--- src/rtl/switch_debounce_pkg.sv ---
// Shared defaults and helpers for the switch debounce array.
// Holds the channel counter-width function used by every channel instance.
package switch_debounce_pkg;

  localparam int unsigned BIT_COUNT_DEFAULT       = 16;
  localparam int unsigned DEBOUNCE_CYCLES_DEFAULT = 4;

  typedef enum logic {
    MODE_LEVEL  = 1'b0,
    MODE_TOGGLE = 1'b1
  } chan_mode_e;

  // Counter must hold 0..DEBOUNCE_CYCLES-1; never narrower than one bit.
  function automatic int unsigned cnt_width(input int unsigned cycles);
    return (cycles < 1) ? 1 : $clog2(cycles + 1);
  endfunction

endpackage

--- src/rtl/switch_debounce_array_channel.sv ---
// Single switch channel: 2-flop synchronizer, stability counter, level/toggle
// output stage and registered rise/fall pulses.
module debounce_channel
  import switch_debounce_pkg::*;
#(
  parameter int unsigned DEBOUNCE_CYCLES = DEBOUNCE_CYCLES_DEFAULT,
  parameter bit          INVERT          = 1'b1,
  parameter bit          TOGGLE          = 1'b0
) (
  input  logic clk,
  input  logic rst_n,
  input  logic sw,
  output logic led,
  output logic rise,
  output logic fall
);

  localparam int unsigned    CW       = cnt_width(DEBOUNCE_CYCLES);
  localparam logic [CW-1:0]  CNT_LAST = CW'(DEBOUNCE_CYCLES - 1);
  localparam chan_mode_e     MODE     = chan_mode_e'(TOGGLE);

  logic          s1;
  logic          s2;
  logic          st;
  logic          tg;
  logic [CW-1:0] cnt;

  logic          accept;
  logic          st_next;
  logic          tg_next;
  logic          value_next;
  logic [CW-1:0] cnt_next;

  always_comb begin
    accept     = 1'b0;
    cnt_next   = '0;
    st_next    = st;
    tg_next    = tg;
    value_next = 1'b0;
    if (s2 != st) begin
      if (cnt == CNT_LAST) begin
        accept = 1'b1;
      end else begin
        cnt_next = cnt + CW'(1);
      end
    end
    if (accept) begin
      st_next = s2;
      if (s2) begin
        tg_next = ~tg;
      end
    end
    // led is computed from next-state so it lands on the same edge as st.
    value_next = (MODE == MODE_TOGGLE) ? tg_next : st_next;
  end

  always_ff @(posedge clk) begin
    if (!rst_n) begin
      s1   <= 1'b0;
      s2   <= 1'b0;
      st   <= 1'b0;
      tg   <= 1'b0;
      cnt  <= '0;
      rise <= 1'b0;
      fall <= 1'b0;
      led  <= INVERT;
    end else begin
      s1   <= sw;
      s2   <= s1;
      st   <= st_next;
      tg   <= tg_next;
      cnt  <= cnt_next;
      rise <= accept & s2;
      fall <= accept & ~s2;
      led  <= value_next ^ INVERT;
    end
  end

endmodule

--- src/rtl/switch_debounce_array.sv ---
// Array of independent debounced switch channels driving LEDs, with per-channel
// level/toggle mode selected by TOGGLE_MASK.
module switch_debounce_array
  import switch_debounce_pkg::*;
#(
  parameter int unsigned           BIT_COUNT       = BIT_COUNT_DEFAULT,
  parameter int unsigned           DEBOUNCE_CYCLES = DEBOUNCE_CYCLES_DEFAULT,
  parameter bit                    INVERT          = 1'b1,
  parameter logic [BIT_COUNT-1:0]  TOGGLE_MASK     = '0
) (
  input  logic                 clk,
  input  logic                 rst_n,
  input  logic [BIT_COUNT-1:0] sw,
  output logic [BIT_COUNT-1:0] led,
  output logic [BIT_COUNT-1:0] rise,
  output logic [BIT_COUNT-1:0] fall
);

  for (genvar i = 0; i < BIT_COUNT; i++) begin : g_chan
    debounce_channel #(
      .DEBOUNCE_CYCLES (DEBOUNCE_CYCLES),
      .INVERT          (INVERT),
      .TOGGLE          (TOGGLE_MASK[i])
    ) u_chan (
      .clk   (clk),
      .rst_n (rst_n),
      .sw    (sw[i]),
      .led   (led[i]),
      .rise  (rise[i]),
      .fall  (fall[i])
    );
  end

endmodule

--- config.mk ---
export PLATFORM = sky130hd
export DESIGN_NAME = switch_debounce_array
export DESIGN_NICKNAME = d
export VERILOG_FILES = /design/src/rtl/switch_debounce_pkg.sv /design/src/rtl/switch_debounce_array_channel.sv /design/src/rtl/switch_debounce_array.sv
export SDC_FILE = /design/constraint.sdc
export NUM_CORES = 1
export LEC_CHECK = 0
export ABC_AREA = 1
export CAP_MARGIN = 20
export CORE_AREA = 2 2 101 103
export DETAILED_ROUTE_END_ITERATION = 7
export DIE_AREA = 0 0 103 105
export GPL_ROUTABILITY_DRIVEN = 0
export PLACE_DENSITY = 0.83
export SLEW_MARGIN = 10
export SYNTH_ARGS = -nofsm -noshare
export SYNTH_HDL_FRONTEND = slang
export SYNTH_SLANG_ARGS = --single-unit
--- constraint.sdc ---
create_clock -name clk -period 2.68 [get_ports clk]
set_input_delay 0.67 -clock clk [delete_from_list [all_inputs] [get_ports clk]]
set_output_delay 0.67 -clock clk [all_outputs]
set_load 0.05 [all_outputs]
### After elaboration in Yosys (flattened, before gate mapping)

Index checks and enable logic that the tools add are counted.

* register bits: 144
* input port bits: 18
* output and inout bits: 48

* $add $sub $neg: 16
* equality and inequality tests: 32
* muxes and demuxes: 48
* bitwise gates (word level): 81
* reductions and logical operators: 16

Operator list (number)
* $not A1 Y1: 49
* $add A3 B1 Y3 const B: 16
* $eq A3 B2 Y1 const B: 16
* $mux W1: 48
* $reduce_or A3 Y1: 16
* $and A1 B1 Y1: 32
* $ne A1 B1 Y1: 16

### Logic depth before layout (Yosys ltp)

* depth in word-level cells: 5
* gate-level depth with buffers: 6

### Hierarchy

Synthesis repeated with hierarchy kept, for this count alone.

* cells, all modules: 560
* area total of the unflattened synthesis: 4964.8 um2

Modules (own cells, without submodules)
* debounce_channel: instances 16, cells an instance 35, area each 310.3 um2

### Least setup slack after synthesis

OpenSTA, ideal clock, no wires.

* kind: input to register
* start: input rst_n
* end: register g_chan[1].u_chan.cnt[0]
* arrival time: 1094 ps
* data required time: 2565 ps
* path slack: 1471 ps
* cell stages on the path: 4
* path buffers: 2
* path through: buf_4 > buf_6 > nand4_1 > nor2_1

* cells in the longest elaborated chain, start to end: 2

Ends and longest elaborated chain
* from (decl): RTL line switch_debounce_array.sv:12 `input logic rst_n,`
* $not A1 Y1 (no source line)
* $reduce_or A3 Y1 (no source line)
* to (signal assigned): RTL line switch_debounce_array_channel.sv:72 `cnt <= cnt_next;`
* to (decl): RTL line switch_debounce_array_channel.sv:26 `logic [CW-1:0] cnt;`

Every way passes these cells.
A chain may end at the register's enable or synchronous reset.

### Worst setup path after layout

* start: register g_chan[1].u_chan.led
* end: output led[1]

RTL lines
* from (decl): RTL line switch_debounce_array_channel.sv:13 `output logic led,`
* from (signal assigned): RTL line switch_debounce_array_channel.sv:75 `led <= value_next ^ INVERT;`
* to (decl): RTL line switch_debounce_array.sv:14 `output logic [BIT_COUNT-1:0] led,`

No word-level cell between the ends.

==> results.py <==
metrics = {
    "status": {
        "status": "complete, no violations",
    },
    "final_layout": {
        "utilization": 0.639,
        "fillers": 810,
        "final_nets": 665,
        "antenna_cells": 0,
        "multiInputGateArea_um2": 1400,
        "seq_area_um2": 2880,
        "area_delta_synth_final_pct": 18.6,
        "drive_gt1_frac": 0.0605,
    },
    "floorplan": {
        "core_area_um2": 9640,
        "initial_core_util": 0.539,
        "ios": 66,
        "rows": 36,
        "die_x_um": 103,
        "fp.dieH_um": 105,
        "floorplan.die_area_um2": 10800,
    },
    "power_and_ir_drop": {
        "p_int_mw": 3.50,
        "irDropWorstVdd_uv": 677,
        "power_frac_seq": 0.494,
        "clock_power_share": 0.481,
        "switching_power_mw": 0.920,
        "leakage_nw": 2.93,
        "comb_power_share": 0.025,
        "power.density_nw_per_um2": 717,
        "swShare": 0.208,
    },
    "setup_path": {
        "r2r_cells": 5,
        "crit_end": "led[1]",
        "slowest_delay_ns": 0.81,
        "cp.required_ns": 2.01,
        "endpoint_kind": "primary output",
        "cp_top_family": "buffers and inverters",
        "r2r_start": "g_chan[3].u_chan.cnt[0]",
        "path_class": "flop to primary output",
        "crit_start": "g_chan[1].u_chan.led",
        "r2r_slack_ns": 1.44,
        "crit_buf_inv": 1,
        "cp_cell_sequence": "clkdlybuf4s50_1",
        "crit_fanout": 1,
        "arrival_ns": 1.65,
        "critPathSlowestCell": "clkdlybuf4s50_1",
        "reg2reg_to": "g_chan[3].u_chan.cnt[2]",
        "cp_num_cells": 1,
        "cp-start-kind": "flop",
    },
    "detailed_routing": {
        "drc": 0,
        "wl_per_cell_um": 10.1,
        "routed_wl_mm": 7.69,
        "final_antenna_net_count": 0,
        "vias": 3378,
        "dr.pass1.iters": 4,
        "viasPerCell": 4.44,
        "dr.first_iter.drc_count": 61,
    },
    "clock_network": {
        "cts_hold_buf": 0,
        "post_cts_resize_count": 0,
        "cts_tree": "built",
        "clk_pin_slew_ns": 0.06,
        "clock_sinks": 144,
        "clock_path_buffers": 2,
        "insertion_delay_ns": 0.51,
        "cts_inserted_buffers": 17,
        "htreeDepth": 4,
        "post_cts_buffers": 0,
        "cts-root-buf": "clkbuf_8",
    },
    "logic_synthesis": {
        "synth-edff-count": 0,
        "synthCells": 585,
        "postSynthAreaPerCell_um2": 8.88,
        "synth_most_common_cell": "dfxtp_1",
        "ys_seq_elements": 144,
        "ys_types": 13,
        "synth_common_cells": "144 x dfxtp_1, 128 x inv_1, 112 x nand2_1",
        "ys_warn_count": 0,
        "synth_top_area_share": 0.555,
        "ys_top_cells_by_area": "dfxtp_1 55%, inv_1 9.2%, nand2_1 8.1%, ha_1 7.7%, buf_4 7.2%",
        "synthArstFlopShare": 0,
        "yosysSeqAreaShare": 0.555,
        "syn_area_um2": 5190,
        "synth-main-ff-cell": "dfxtp_1",
        "syn_nets": 635,
        "synth_area_leader_cell": "dfxtp_1",
    },
    "global_routing": {
        "grt-ovfl-total": 0,
        "grt_start_max_net_pins": 31,
        "track_usage": 0.157,
        "grt_pass1_vias": 3302,
        "antenna_found_initial": 0,
        "grt_pass1_wl_mm": 13.3,
    },
    "placement": {
        "hpwl_mm": 5.65,
        "io_buffers": 65,
    },
    "timing": {
        "tns_ns": 0,
        "slew_headroom": 0.657,
        "max_freq_ghz": 0.431,
        "holdWs_ns": 0.411,
        "final.setup_skew_ns": 0.00680,
        "hold_viol_final": 0,
        "tightest_slew_ns": 0.513,
        "min_period_over_period": 0.865,
        "maxSlewViolCount": 0,
        "period_minus_slack_ns": 2.32,
        "rsz0062_at_grt": "false",
        "setup_viol": 0,
    },
    "job": {
        "drv_cap": 0,
    },
    "worst_hold_path": {
        "worstHoldPathType": "flop to flop",
        "hold_start": "g_chan[2].u_chan.s1",
    },
}
-- worst min path at each step --
stage | depth (start not counted) | endpoint
after CTS | 2 | g_chan[2].u_chan.s2
after global placement | 2 | g_chan[13].u_chan.s2
final | 2 | g_chan[2].u_chan.s2
after floorplan | 2 | g_chan[0].u_chan.s2
after global routing | 1 | g_chan[9].u_chan.cnt[0]
after detailed placement | 2 | g_chan[2].u_chan.s2
-- stage by stage --
| step | setup WS [ns] | total power [mW] | std cells | cell area (um^2) |
|---|---|---|---|---|
| 2_1_floorplan | 1.47 | 2.30 | 585 | 5190 |
| 3_3_place_gp | 0.922 | 2.33 | 729 | 5610 |
| 3_5_place_dp | 0.879 | 2.34 | 729 | 5610 |
| 4_1_cts | 0.321 | 4.47 | 761 | 6160 |
| 5_1_grt | 0.313 | 4.58 | 761 | 6160 |
| 6_report | 0.361 | 4.42 | 761 | 6160 |
-- cell type report --
class / instances / share of cell area
clock buffer: 20 / 0.0723
clock inverter: 12 / 0.0177
inverter: 128 / 0.0780
multi-input combinational: 256 / 0.227
sequential: 144 / 0.468
tap: 133 / 0.0270
timing repair buffer: 68 / 0.110
-- kinds of logic after synthesis --
logic type,after synthesis,synth area share
DFF,144,0.555
and+or+nand+nor,224,0.192
buffers and inverters,185,0.176
adders and majority gates,32,0.0771
-- layout by cell type, fill, tap and decap left out, drive strengths merged --
cell	count
nand3	16
dfxtp	144
clkdlybuf4s50	64
nor2	48
inv	130
nand2	112
nor3b	16
nor3	16
clkinv	4
clkinvlp	5
clkbuf	20
nand4	16
ha	32
buf	4
bufinv	1
-- layer usage --
layer / global-route usage / routed length (um) / part of all wire
met5: 0 / 0 / 0
met4: 0.0620 / 90 / 0.012
met3: 0.0629 / 326 / 0.042
met2: 0.281 / 4040 / 0.53
met1: 0.160 / 3230 / 0.42
-- power by group through the flow --
stage	registers, mW	logic [mW]	clock network (mW)
floorplan	2.23	0.0731	0
global placement	2.23	0.102	0
detailed placement	2.23	0.109	0
CTS	2.18	0.110	2.18
global route	2.19	0.126	2.27
finish	2.18	0.108	2.13
-- worst min-delay path, delay by kind of cell (launching register included) --
family | cells | cell delay (ns)
AND/OR/NAND/NOR | 1 | 0.05
flip-flops | 1 | 0.30
buffers and inverters | 1 | 0.04
Power figures use the tool's default switching activity.
